--- src/rtl/ms_timer_pkg.sv ---
// Shared definitions for the millisecond stopwatch: FSM encodings, BCD limit, default divider.
package ms_timer_pkg;

    typedef enum logic [1:0] {
        ST_IDLE   = 2'b00,
        ST_RUN    = 2'b01,
        ST_PAUSED = 2'b10
    } state_e;

    localparam logic [3:0] BCD_DIGIT_MAX = 4'd9;
    localparam int         DEFAULT_DIV   = 100000;

endpackage

--- src/rtl/bcd_counter4.sv ---
// Four-digit cascaded BCD counter (0000..9999); CARRY flags an increment that wraps 9999 to 0000.
module bcd_counter4
    import ms_timer_pkg::*;
(
    input  logic        CLK,
    input  logic        RST,
    input  logic        INC,
    input  logic        CLR,
    output logic [15:0] COUNT,
    output logic        CARRY
);

    logic [15:0] count_q;
    logic [15:0] count_d;
    logic        carry_chain;

    // NOTE: every variable gets a default at the top of always_comb so no path can infer a latch.
    always_comb begin
        count_d     = count_q;
        carry_chain = INC;
        for (int i = 0; i < 4; i++) begin
            if (carry_chain) begin
                if (count_q[4*i +: 4] == BCD_DIGIT_MAX) begin
                    count_d[4*i +: 4] = 4'd0;
                end else begin
                    count_d[4*i +: 4] = count_q[4*i +: 4] + 4'd1;
                    carry_chain       = 1'b0;
                end
            end
        end
        if (CLR) begin
            count_d = '0;
        end
        CARRY = carry_chain;
    end

    // NOTE: sequential state is written with non-blocking assignments only.
    always_ff @(posedge CLK or negedge RST) begin
        if (!RST) begin
            count_q <= '0;
        end else begin
            count_q <= count_d;
        end
    end

    assign COUNT = count_q;

endmodule

--- src/rtl/ms_timer_ctrl.sv ---
// Millisecond stopwatch: IDLE/RUN/PAUSED FSM, DIV-cycle prescaler and BCD elapsed-time count.
// Define MS_TIMER_LAP_EN to enable lap capture; otherwise LAP is ignored and lap outputs read 0.
module ms_timer_ctrl
    import ms_timer_pkg::*;
#(
    parameter int DIV = DEFAULT_DIV,
    parameter int PW  = 17
) (
    input  logic        CLK,
    input  logic        RST,
    input  logic        START,
    input  logic        STOP,
    input  logic        CLEAR,
    input  logic        LAP,
    output logic        TICK,
    output logic [15:0] MS_BCD,
    output logic        OVF,
    output logic [1:0]  STATE,
    output logic [15:0] LAP_BCD,
    output logic        LAP_VALID
);

    localparam logic [PW-1:0] PRE_MAX = PW'(DIV - 1);

    state_e        state_q;
    logic [PW-1:0] pre_q;
    logic          tick_q;
    logic          ovf_q;
    logic          wrap;
    logic          carry;
    logic [15:0]   ms_bcd;

    // The prescaler keys off the current state, so STOP sampled on a wrap edge still ticks.
    assign wrap = (state_q == ST_RUN) && (pre_q == PRE_MAX);

    always_ff @(posedge CLK or negedge RST) begin
        if (!RST) begin
            state_q <= ST_IDLE;
            pre_q   <= '0;
            tick_q  <= 1'b0;
            ovf_q   <= 1'b0;
        end else if (CLEAR) begin
            state_q <= ST_IDLE;
            pre_q   <= '0;
            tick_q  <= 1'b0;
            ovf_q   <= 1'b0;
        end else begin
            tick_q <= wrap;
            ovf_q  <= carry;
            case (state_q)
                ST_IDLE: begin
                    pre_q <= '0;
                    if (START) state_q <= ST_RUN;
                end
                ST_RUN: begin
                    pre_q <= wrap ? '0 : pre_q + PW'(1);
                    if (STOP) state_q <= ST_PAUSED;
                end
                ST_PAUSED: begin
                    if (START) state_q <= ST_RUN;
                end
                default: begin
                    state_q <= ST_IDLE;
                    pre_q   <= '0;
                end
            endcase
        end
    end

    bcd_counter4 u_bcd (
        .CLK   (CLK),
        .RST   (RST),
        .INC   (wrap && !CLEAR),
        .CLR   (CLEAR),
        .COUNT (ms_bcd),
        .CARRY (carry)
    );

    assign TICK   = tick_q;
    assign OVF    = ovf_q;
    assign MS_BCD = ms_bcd;
    assign STATE  = state_q;

`ifdef MS_TIMER_LAP_EN
    logic [15:0] lap_q;
    logic        lap_valid_q;

    // The capture takes the count before this edge's increment.
    always_ff @(posedge CLK or negedge RST) begin
        if (!RST) begin
            lap_q       <= '0;
            lap_valid_q <= 1'b0;
        end else if (CLEAR) begin
            lap_q       <= '0;
            lap_valid_q <= 1'b0;
        end else if (LAP && (state_q == ST_RUN || state_q == ST_PAUSED)) begin
            lap_q       <= ms_bcd;
            lap_valid_q <= 1'b1;
        end
    end

    assign LAP_BCD   = lap_q;
    assign LAP_VALID = lap_valid_q;
`else
    logic unused_lap;
    assign unused_lap = LAP;
    assign LAP_BCD    = '0;
    assign LAP_VALID  = 1'b0;
`endif

endmodule

--- config.mk ---
export PLATFORM = sky130hd
export DESIGN_NAME = ms_timer_ctrl
export DESIGN_NICKNAME = d
export VERILOG_FILES = /design/src/rtl/ms_timer_pkg.sv /design/src/rtl/bcd_counter4.sv /design/src/rtl/ms_timer_ctrl.sv
export SDC_FILE = /design/constraint.sdc
export NUM_CORES = 1
export LEC_CHECK = 0
export BUFFER_PORTS_ARGS = -buffer_cell sky130_fd_sc_hd__buf_2
export CORE_MARGIN = 2
export CORE_UTILIZATION = 40
export DETAILED_ROUTE_END_ITERATION = 7
export PLACE_DENSITY_LB_ADDON = 0.1
export SETUP_SLACK_MARGIN = 0.5
export SLEW_MARGIN = 20
export SYNTH_ARGS = -nofsm -noshare
export SYNTH_HDL_FRONTEND = slang
export SYNTH_SLANG_ARGS = --single-unit
--- constraint.sdc ---
create_clock -name CLK -period 2.6 [get_ports CLK]
set_input_delay 0.39 -clock CLK [delete_from_list [all_inputs] [get_ports CLK]]
set_output_delay 0.39 -clock CLK [all_outputs]
set_load 0.02 [all_outputs]
==> impl_metrics.env <==
export IMPL_synth_warnings=0
export IMPL_ff2ff_setup_slack_ps=410
export IMPL_crit_chain="or4_4 > nor3_4 > buf_12 > nand4_4 > or4_4 > a21oi_2"
export IMPL_critPathMaxFanout=8
export IMPL_worstPathArrival_ps=2410
export IMPL_syn_inst=246
export IMPL_globalplace_congestion=0.726
export IMPL_grt_usage=0.161
export IMPL_finalMaxSlewViolations=0
export IMPL_timing_hold_ws_ps=203
export IMPL_synth_cell_types=42
export IMPL_nets=310
export IMPL_cts_buffers=5
export IMPL_critical_path_required_ps=2820
export IMPL_outcome="finished, final reports clean"
export IMPL_slew_headroom=0.430
export IMPL_hold_class="in -> async"
export IMPL_fmax_mhz=457
export IMPL_placedCellCount=339
export IMPL_r2r_end="u_bcd.COUNT[14]$_DFFE_PN0P_"
export IMPL_n_antenna_cell=0
export IMPL_ios=43
export IMPL_yosysSeqAreaShare=0.412
export IMPL_yosysMostFrequentCell="dfrtp_1"
export IMPL_drt_pass1_iter_count=4
export IMPL_cellLeakagePower_nw=1.26
export IMPL_coreArea_mm2=0.00547
export IMPL_period_minus_slack_ps=2190
export IMPL_clock_sinks=37
export IMPL_place_worst_setup_slack_ps=219
export IMPL_timing_critical_path_mode_cell="or4_4"
export IMPL_path_class="reg -> reg"
export IMPL_power_mw=1.06
export IMPL_dieHeight_um=79.0
export IMPL_synthTopCellsByCount="dfrtp_1, a21oi_1, nand2_1"
export IMPL_grt_max_degree=38
export IMPL_slowest_stage="or4_4"
export IMPL_htreeDepth=2
export IMPL_dp_final_hpwl_um=2990
export IMPL_p_per_area_mw_per_mm2=391
export IMPL_clockRootBuffer="clkbuf_8"
export IMPL_synth_top_area_cell="dfrtp_1"
export IMPL_die_area_mm2=0.00623
export IMPL_layout_drive_gt1_share=0.274
export IMPL_io_buffers=24
export IMPL_die_w_um=79.0
export IMPL_startpoint="pre_q[13]$_DFFE_PN0P_"
export IMPL_antenna_found_initial=0
export IMPL_drt_iter0_drc=126
export IMPL_setup_violations=0
export IMPL_syn_to_final_growth_pct=20.4
export IMPL_rr_startpoint="pre_q[13]$_DFFE_PN0P_"
export IMPL_grt_pass1_wl_um=7930
export IMPL_finClkSkew_ps=8.32
export IMPL_syn_avg_cell_area_um2=9.13
export IMPL_cts_tree="yes"
export IMPL_async_reset_ff_frac=1.00
export IMPL_drt_total_wl_um=4790
export IMPL_clk_pin_slew_ps=80
export IMPL_start_util=0.411
export IMPL_num_vias=1897
export IMPL_hold_viol_final=0
export IMPL_wl_per_cell_um=13.0
export IMPL_critPathLaunchType="register"
export IMPL_hold_buffers=0
export IMPL_ys_seq_elements=37
export IMPL_max_stage_delay_ps=550
export IMPL_synth_edf_count=0
export IMPL_syn_area_mm2=0.00225
export IMPL_cts_max_path_buffers=2
export IMPL_crit_end="u_bcd.COUNT[14]$_DFFE_PN0P_"
export IMPL_viasPerCell=5.15
export IMPL_rows=27
export IMPL_rr_worst_depth=6
export IMPL_grt_pass1_vias=1681
export IMPL_setup_ws_ps=412
export IMPL_drv_max_cap_violation_count=0
export IMPL_rsz0062_at_grt="true"
export IMPL_synth_top_area_share=0.412
export IMPL_clk_latency_ps=290
export IMPL_min_period_over_period=0.841
export IMPL_tightest_slew_ps=855
export IMPL_critPathCaptureType="register"
export IMPL_ys_top_cells_by_area="dfrtp_1, buf_4, a21oi_1"
export IMPL_ant_nets=0
export IMPL_overflow=0
export IMPL_drcViolationCount=0
export IMPL_vdd_drop_max_v=0.000186
export IMPL_instances_no_fill=368
export IMPL_final_setup_tns_ps=0
export IMPL_synth_ff_type="dfrtp_1"
==> logic make-up (layout without fill, tap and decap cells) <==
logic type               count (synthesis)  in the layout  share of synthesized area
adder cells (fa/ha/maj)                  9              9                     0.0501
other                                    1             17                    0.00167
AO/OA/AOI/OAI                           49             49                      0.124
flip-flops                              37             37                      0.412
multiplexers                            10             10                     0.0451
buffers and inverters                   37             71                      0.107
AND/OR/NAND/NOR                        103            103                      0.261
==> critical path, delay by kind of cell (launching register included) <==
kind            cells  cell delay [ps]
compound gates      1              120
buf+inv             1              140
simple gates        4             1470
flops               1              390
==> power by group <==
part / switching [mW] / internal, mW
logic: 0.0626 / 0.0210
registers: 0.00288 / 0.578
clock network: 0.208 / 0.186
==> metal layers <==
| metal | track usage | routed length [um] | vias up |
|---|---|---|---|
| met1 | 0.219 | 2290 | 894 |
| li1 | - | - | 944 |
| met2 | 0.251 | 2170 | 51 |
| met4 | 0.0517 | 82 | 0 |
| met5 | 0 | 0 | - |
| met3 | 0.0409 | 237 | 8 |
==> timing repair <==
| action | 4_1_cts | 5_1_grt |
|---|---|---|
| gates resized for setup | 6 | 13 |
| setup endpoints to repair | 16 | 15 |
| pin swaps | 4 | 12 |
| cloned | 0 | 2 |
| buffers inserted | 12 | 7 |
==> worst min path at each step <==
| stage | startpoint | end | slack [ps] | cells past startpoint |
|---|---|---|---|---|
| 3_5_place_dp | pre_q[8]$_DFFE_PN0P_ | pre_q[8]$_DFFE_PN0P_ | 510 | 1 |
| 4_1_cts | RST | u_bcd.COUNT[2]$_DFFE_PN0P_ | 240 | 1 |
| 5_1_grt | RST | u_bcd.COUNT[2]$_DFFE_PN0P_ | 280 | 1 |
| 3_3_place_gp | pre_q[11]$_DFFE_PN0P_ | pre_q[11]$_DFFE_PN0P_ | 500 | 1 |
| 6_report | RST | u_bcd.COUNT[5]$_DFFE_PN0P_ | 200 | 1 |
| 2_1_floorplan | RST | OVF$_DFF_PN0_ | 90 | 0 |
==> flip-flops by register name, summed over array words and instances (netlist names) <==
name         cells
STATE            2
TICK             1
OVF              1
u_bcd.COUNT     16
pre_q           17
==> cell type report <==
class	instances	area, um^2
fill	560	2770
multi-input combinational	188	1220
sequential	37	930
timing repair buffer	52	342
tap	72	90.1
clock buffer	6	72.6
inverter	11	41.3
clock inverter	2	10.0
==> cells in the final DEF (no fill, tap or decap), types with 2 or more instances in the layout <==
cell	instances
dfrtp_1	34
buf_2	26
buf_4	24
nand2_1	21
a21oi_1	20
nand3_1	18
conb_1	17
o21ai_0	15
nor2_1	13
or3_1	12
inv_1	11
mux2i_1	9
ha_1	9
nand4_1	7
clkbuf_8	5
nor2b_1	4
dfrtp_2	3
nand3b_1	3
or4_4	2
nor4_1	2
nand3_4	2
nor3b_1	2
a211oi_1	2
a21o_1	2
o31ai_1	2
a22o_1	2
a21oi_2	2
or4_1	2
clkinv_2	2
==> per-stage QoR <==
stage / area (um^2) / utilization
after floorplan: 2310 / -
after global placement: 2370 / 0.433
after detailed placement: 2370 / 0.433
after CTS: 2580 / 0.472
after global routing: 2710 / 0.494
final: 2710 / 0.494
Power figures use the tool's default switching activity.
